$ cat src/rtl/display_pkg.sv
// Shared constants and helpers for the 8-digit scan multiplexer.
package display_pkg;
    localparam int NUM_DIGITS       = 8;
    localparam int DIGITS_PER_GROUP = 4;
    localparam logic [7:0] AN_ALL_OFF = 8'hFF;

    typedef logic [3:0] nibble_t;

    // Nibble k of the packed 8-digit word (digit 0 in bits [3:0]).
    function automatic nibble_t digit_of(input logic [31:0] word, input logic [2:0] k);
        return word[{k, 2'b00} +: 4];
    endfunction
endpackage

$ cat src/rtl/lead_zero_mask.sv
// Leading-zero blank mask for one 4-digit group; bit 3 is the most significant digit.
// The least significant digit of a group is never blanked.
module lead_zero_mask
    import display_pkg::*;
(
    input  logic [15:0] digits,
    input  logic        enable,
    output logic [3:0]  mask
);
    logic z3, z2, z1;

    assign z3 = enable && (digits[15:12] == 4'h0);
    assign z2 = z3 && (digits[11:8] == 4'h0);
    assign z1 = z2 && (digits[7:4] == 4'h0);

    assign mask = {z3, z2, z1, 1'b0};
endmodule

$ cat src/rtl/digit_scan_mux.sv
// Time-multiplexes two 4-digit hex groups onto one nibble bus with active-low anodes,
// guard time at each slot start, leading-zero blanking and load-gated input snapshots.
module digit_scan_mux
    import display_pkg::*;
#(
    parameter int REFRESH_DIV  = 100000,
    parameter int GUARD_CYCLES = 2,
    parameter bit BLANK_EN     = 1'b1
) (
    input  logic        Clk,
    input  logic        Rst,
    input  logic        Load,
    input  logic [15:0] NumberLeft,
    input  logic [15:0] NumberRight,
    input  logic [7:0]  DpIn,
    output logic [3:0]  numout,
    output logic [7:0]  an,
    output logic        dp,
    output logic        slot_tick
);
    localparam int CW = $clog2(REFRESH_DIV);
    localparam logic [CW-1:0] LAST    = CW'(REFRESH_DIV - 1);
    localparam logic [CW-1:0] GUARD_W = CW'(GUARD_CYCLES);

    logic [CW-1:0] cnt;
    logic [2:0]    idx;
    logic [31:0]   snap_num;
    logic [7:0]    snap_dp;
    logic          blank_q;
    logic          dp_bit_q;

    logic [7:0]    blank_vec;
    logic          wrap;
    logic [CW-1:0] cnt_nxt;
    logic [2:0]    idx_nxt;
    logic          blank_nxt;
    logic          dp_bit_nxt;
    logic          active_nxt;

    lead_zero_mask u_mask_left (
        .digits (snap_num[31:16]),
        .enable (BLANK_EN),
        .mask   (blank_vec[7:4])
    );

    lead_zero_mask u_mask_right (
        .digits (snap_num[15:0]),
        .enable (BLANK_EN),
        .mask   (blank_vec[3:0])
    );

    // Outputs are registered from next-state values so they change on the same edge as cnt/idx.
    always_comb begin
        wrap       = (cnt == LAST);
        cnt_nxt    = wrap ? '0 : cnt + 1'b1;
        idx_nxt    = wrap ? idx + 3'd1 : idx;
        blank_nxt  = wrap ? blank_vec[idx_nxt] : blank_q;
        dp_bit_nxt = wrap ? snap_dp[idx_nxt] : dp_bit_q;
        active_nxt = (cnt_nxt >= GUARD_W) && !blank_nxt;
    end

    always_ff @(posedge Clk or posedge Rst) begin
        if (Rst) begin
            cnt       <= '0;
            idx       <= 3'd0;
            snap_num  <= 32'h0;
            snap_dp   <= 8'h00;
            blank_q   <= 1'b0;
            dp_bit_q  <= 1'b0;
            numout    <= 4'h0;
            an        <= AN_ALL_OFF;
            dp        <= 1'b1;
            slot_tick <= 1'b0;
        end else begin
            cnt       <= cnt_nxt;
            idx       <= idx_nxt;
            blank_q   <= blank_nxt;
            dp_bit_q  <= dp_bit_nxt;
            slot_tick <= wrap;
            // Slot content comes from the snapshot as it stood before this edge.
            if (wrap) begin
                numout <= digit_of(snap_num, idx_nxt);
            end
            an <= active_nxt ? ~(8'b1 << idx_nxt) : AN_ALL_OFF;
            dp <= ~(active_nxt & dp_bit_nxt);
            if (Load) begin
                snap_num <= {NumberLeft, NumberRight};
                snap_dp  <= DpIn;
            end
        end
    end
endmodule
$ cat config.mk
export PLATFORM = sky130hd
export DESIGN_NAME = digit_scan_mux
export DESIGN_NICKNAME = d
export VERILOG_FILES = /design/src/rtl/display_pkg.sv /design/src/rtl/lead_zero_mask.sv /design/src/rtl/digit_scan_mux.sv
export SDC_FILE = /design/constraint.sdc
export NUM_CORES = 1
export LEC_CHECK = 0
export CAP_MARGIN = 20
export CORE_AREA = 2 2 143 75
export DETAILED_ROUTE_END_ITERATION = 7
export DIE_AREA = 0 0 145 77
export GPL_TIMING_DRIVEN = 1
export HOLD_SLACK_MARGIN = 0.12
export PLACE_DENSITY = 0.68
export SYNTH_ARGS = -nofsm -noshare
export SYNTH_HDL_FRONTEND = slang
export SYNTH_HIERARCHICAL = 1
export SYNTH_SLANG_ARGS = --single-unit
export TNS_END_PERCENT = 20
$ cat constraint.sdc
create_clock -name Clk -period 3.5 [get_ports Clk]
set_input_delay 0.875 -clock Clk [delete_from_list [all_inputs] [get_ports Clk]]
set_output_delay 0.875 -clock Clk [all_outputs]
set_load 0.05 [all_outputs]
==> flow_summary_export.csv, run 1 <==
group,metric,value,unit
synthesis,ys_ff_latch,76,
placed_design,gp_congestion,0.9529,
cts,clkSinkCount,76,
final_layout,multi_input_area,0.001779,mm^2
final_layout,regArea,0.001913,mm^2
die,die_h,77,um
sta,tightestPinTransition,0.9098,ns
critical_path,crit_chain,"or4b_4 -> nor4_4 -> buf_4 -> mux2i_1 -> o2111ai_1 -> o21a_1",
critical_path,timing.rr.end,"numout[3]$_DFFE_PP0N_",
global_routing,grt.total_usage,18.56,%
route,wl_per_cell,18.18,um
synthesis,yosysMostFrequentCell,"dfrtp_1",
critical_path,cpPeakStageDelay,0.70,ns
global_routing,grt_pass1_wl,15980,um
critical_path,crit_path_end_kind,"register",
sta,setup_viol,0,
cts,cts-resized-gates,0,
final_layout,instances_no_fill,528,
cts,cts_setup_buffers,0,
placed_design,dp.cells,511,
sta,max_freq,0.3287,GHz
flow_run,max-cap-violations,0,
die,die_x,145,um
synthesis,yosysSeqAreaShare,49.47,%
cts,htreeDepth,3,
power,vdd.ir_drop.worst,0.2380,mV
synthesis,synth_edf_count,0,
synthesis,synth_area_leader_cell,"dfrtp_1",
cts,cts_hold_buf,0,
die,dieArea,0.01117,mm^2
die,io_pins,57,
sta,finClkSkew,0.009086,ns
route,vias,2856,
placed_design,dpl_cell_area,0.004507,mm^2
power,finalPower,0.002179,W
global_routing,grt_max_degree,47,
critical_path,slowest_stage,"mux2i_1",
global_routing,gr-total-overflow,0,
cts,cts_buffer_depth,2,
synthesis,ys_top_cells_by_area,"dfrtp_1, mux2_2, dfstp_2, xnor2_1, mux2i_1",
sta,rsz0062_at_grt,"no",
global_routing,grt_pass1_vias,2876,
sta,fin_crit,3.042,ns
sta,relSlewSlack,39.35,%
final_layout,layout-drive-gt1-share,22.22,%
die,core,0.009922,mm^2
route,drtAntennaViolNets,0,
sta,tns,0,ns
worst_hold_path,hold_path_class,"register to register",
sta,hold_viol_final,0,
cts,clkLatencyLatePin,0.34,ns
final_layout,fill_cells,889,
global_routing,antenna_found_initial,1,
synthesis,ys_warn_count,6,
synthesis,synth_top_area_share,43.35,%
sta,drv_slew,0,
synthesis,ys.flop_type,"dfrtp_1",
cts,cts_buffers,9,
critical_path,worstPathArrival,3.27,ns
critical_path,crit_fanout,14,
worst_hold_path,hold_end,"snap_dp[7]$_DFFE_PP0P_",
synthesis,avgSynthCellArea,11.51,um^2
run_status,outcome,"finished, final reports clean",
sta,period_share,86.92,%
route,drt-initial-drc-count,283,
synthesis,synth_cell_types,52,
power,powerDensity,449.2,mW/mm^2
critical_path,critPathRequiredTime,3.72,ns
synthesis,ys_async_sr_fraction,100.0,%
critical_path,rr_startpoint,"cnt[11]$_DFF_PP0_",
die,num_rows,26,
cts,clk_pin_slew,0.06,ns
synthesis,synth.cell_area,0.003867,mm^2
cts,cts_tree,"built",
critical_path,critPathKind,"register to register",
final_layout,synthToLayoutAreaGrowth,25.43,%
synthesis,ys_top_cells_by_count,"dfrtp_1, mux2_2, nand2_1",
critical_path,r2r_cells,6,
route,drtPass1Iterations,6,
power,leakagePower,1.920,nW
final_layout,design_area,0.004851,mm^2
die,start_util,38.98,%
placed_design,portBuffers,56,
synthesis,synthCells,336,
route,drc_errors,0,
route,wl,9601,um
worst_hold_path,hold_depth,1,
worst_hold_path,worstHoldStart,"snap_dp[7]$_DFFE_PP0P_",
route,vias_per_cell,5.409,
cts,cts_root_buffer,"clkbuf_16",
critical_path,reg2reg_slack,0.46,ns
final_layout,fin_nets,427,
critical_path,critPathLaunchType,"register",
placed_design,hpwl,6911,um
[power by group]
group	leakage [nW]	internal (W)	switching, W
Clock	0.155	0.000696	0.000371
Combinational	0.840	0.0000921	0.0000542
Sequential	0.925	0.000926	0.0000399
[critical path, delay by kind of cell, from the launching register on]
kind,cells,cell delay (ns)
and+or+nand+nor,2,0.93
muxes,1,0.70
AOI/OAI and AO/OA,2,0.51
DFF,1,0.49
buffers and inverters,1,0.27
[cells in the final DEF, fill, tap and decap left out, types with 2 or more instances in the layout]
| cell type | n |
|---|---|
| clkinvlp_4 | 3 |
| nor2_1 | 13 |
| nor2b_1 | 8 |
| clkbuf_16 | 9 |
| mux2_2 | 43 |
| o2111ai_1 | 4 |
| bufinv_16 | 3 |
| buf_4 | 5 |
| nand2_1 | 23 |
| dfstp_2 | 9 |
| o21a_1 | 3 |
| ha_1 | 2 |
| mux2i_1 | 9 |
| a221oi_1 | 7 |
| or4_1 | 8 |
| xnor2_1 | 13 |
| nor4_2 | 3 |
| o211ai_1 | 2 |
| o21ai_0 | 5 |
| nand4_1 | 8 |
| inv_1 | 6 |
| a311oi_1 | 3 |
| clkdlybuf4s50_1 | 55 |
| or4b_1 | 3 |
| o21bai_1 | 3 |
| mux4_2 | 3 |
| dfrtp_1 | 67 |
| nor3_1 | 9 |
| or4bb_1 | 2 |
| nor4_1 | 5 |
| conb_1 | 4 |
| a2111o_1 | 2 |
| xor2_1 | 7 |
| nand3_1 | 16 |
[layer usage]
metal / vias up / track usage (%) / share of wire [%]
met4: 0 / 5.347 / 0.99
met5: - / 0 / 0
met2: 120 / 22.52 / 36
li1: 1317 / - / -
met1: 1407 / 29.17 / 53
met3: 12 / 7.202 / 9.6
[cell type report]
type	count	area share [%]
inverters	7	0.5417
flip-flops and latches	76	39.44
multi-input cells	226	36.68
clock buffers	10	4.720
well taps	140	3.611
clock inverters	6	2.321
diodes	1	0.05159
repair buffers	62	12.64
[worst max-delay path by stage]
stage	from	endpoint	slack, ns
after CTS	cnt[11]$_DFF_PP0_	numout[3]$_DFFE_PP0N_	0.50
after global routing	cnt[5]$_DFF_PP0_	an[6]$_DFF_PP1_	0.34
after global placement	cnt[11]$_DFF_PP0_	numout[1]$_DFFE_PP0N_	0.54
after detailed placement	cnt[11]$_DFF_PP0_	numout[3]$_DFFE_PP0N_	0.54
after floorplan	Rst	blank_q$_DFF_PP0_	0.70
final	cnt[11]$_DFF_PP0_	numout[3]$_DFFE_PP0N_	0.46
[state kept, by name, indices dropped and copies added, names as in the netlist]
signal,count
an,8
cnt,17
numout,4
dp,1
dp_bit_q,1
idx,3
blank_q,1
snap_num,32
snap_dp,8
slot_tick,1
[stage by stage]
step | setup WS, ns | hold WS, ns | utilization, %
final | 0.4578 | 0.5084 | 48.89
after floorplan | 0.7016 | 0.4752 | -
after global routing | 0.3429 | 0.5224 | 48.87
after detailed placement | 0.5390 | 0.4955 | 45.42
after global placement | 0.5422 | 0.4892 | 45.42
after CTS | 0.4992 | 0.5099 | 48.87
[logic make-up after synthesis]
logic type / Yosys count / synth area share [%]
other cells: 3 / 0.2911
compound gates: 35 / 7.053
simple gates: 110 / 16.63
xor+xnor: 20 / 4.529
flops: 76 / 49.47
mux: 55 / 16.60
buf+inv: 35 / 4.788
fa+ha+maj: 2 / 0.6469
No activity file was read; power rests on OpenSTA's default activity.
==> inputs of run 2 (changes only) <==
CAP_MARGIN = 10   (was 20)
==> results of run 2 <==
Same layout as run 1: the final DEF is identical, and so are final timing and power.
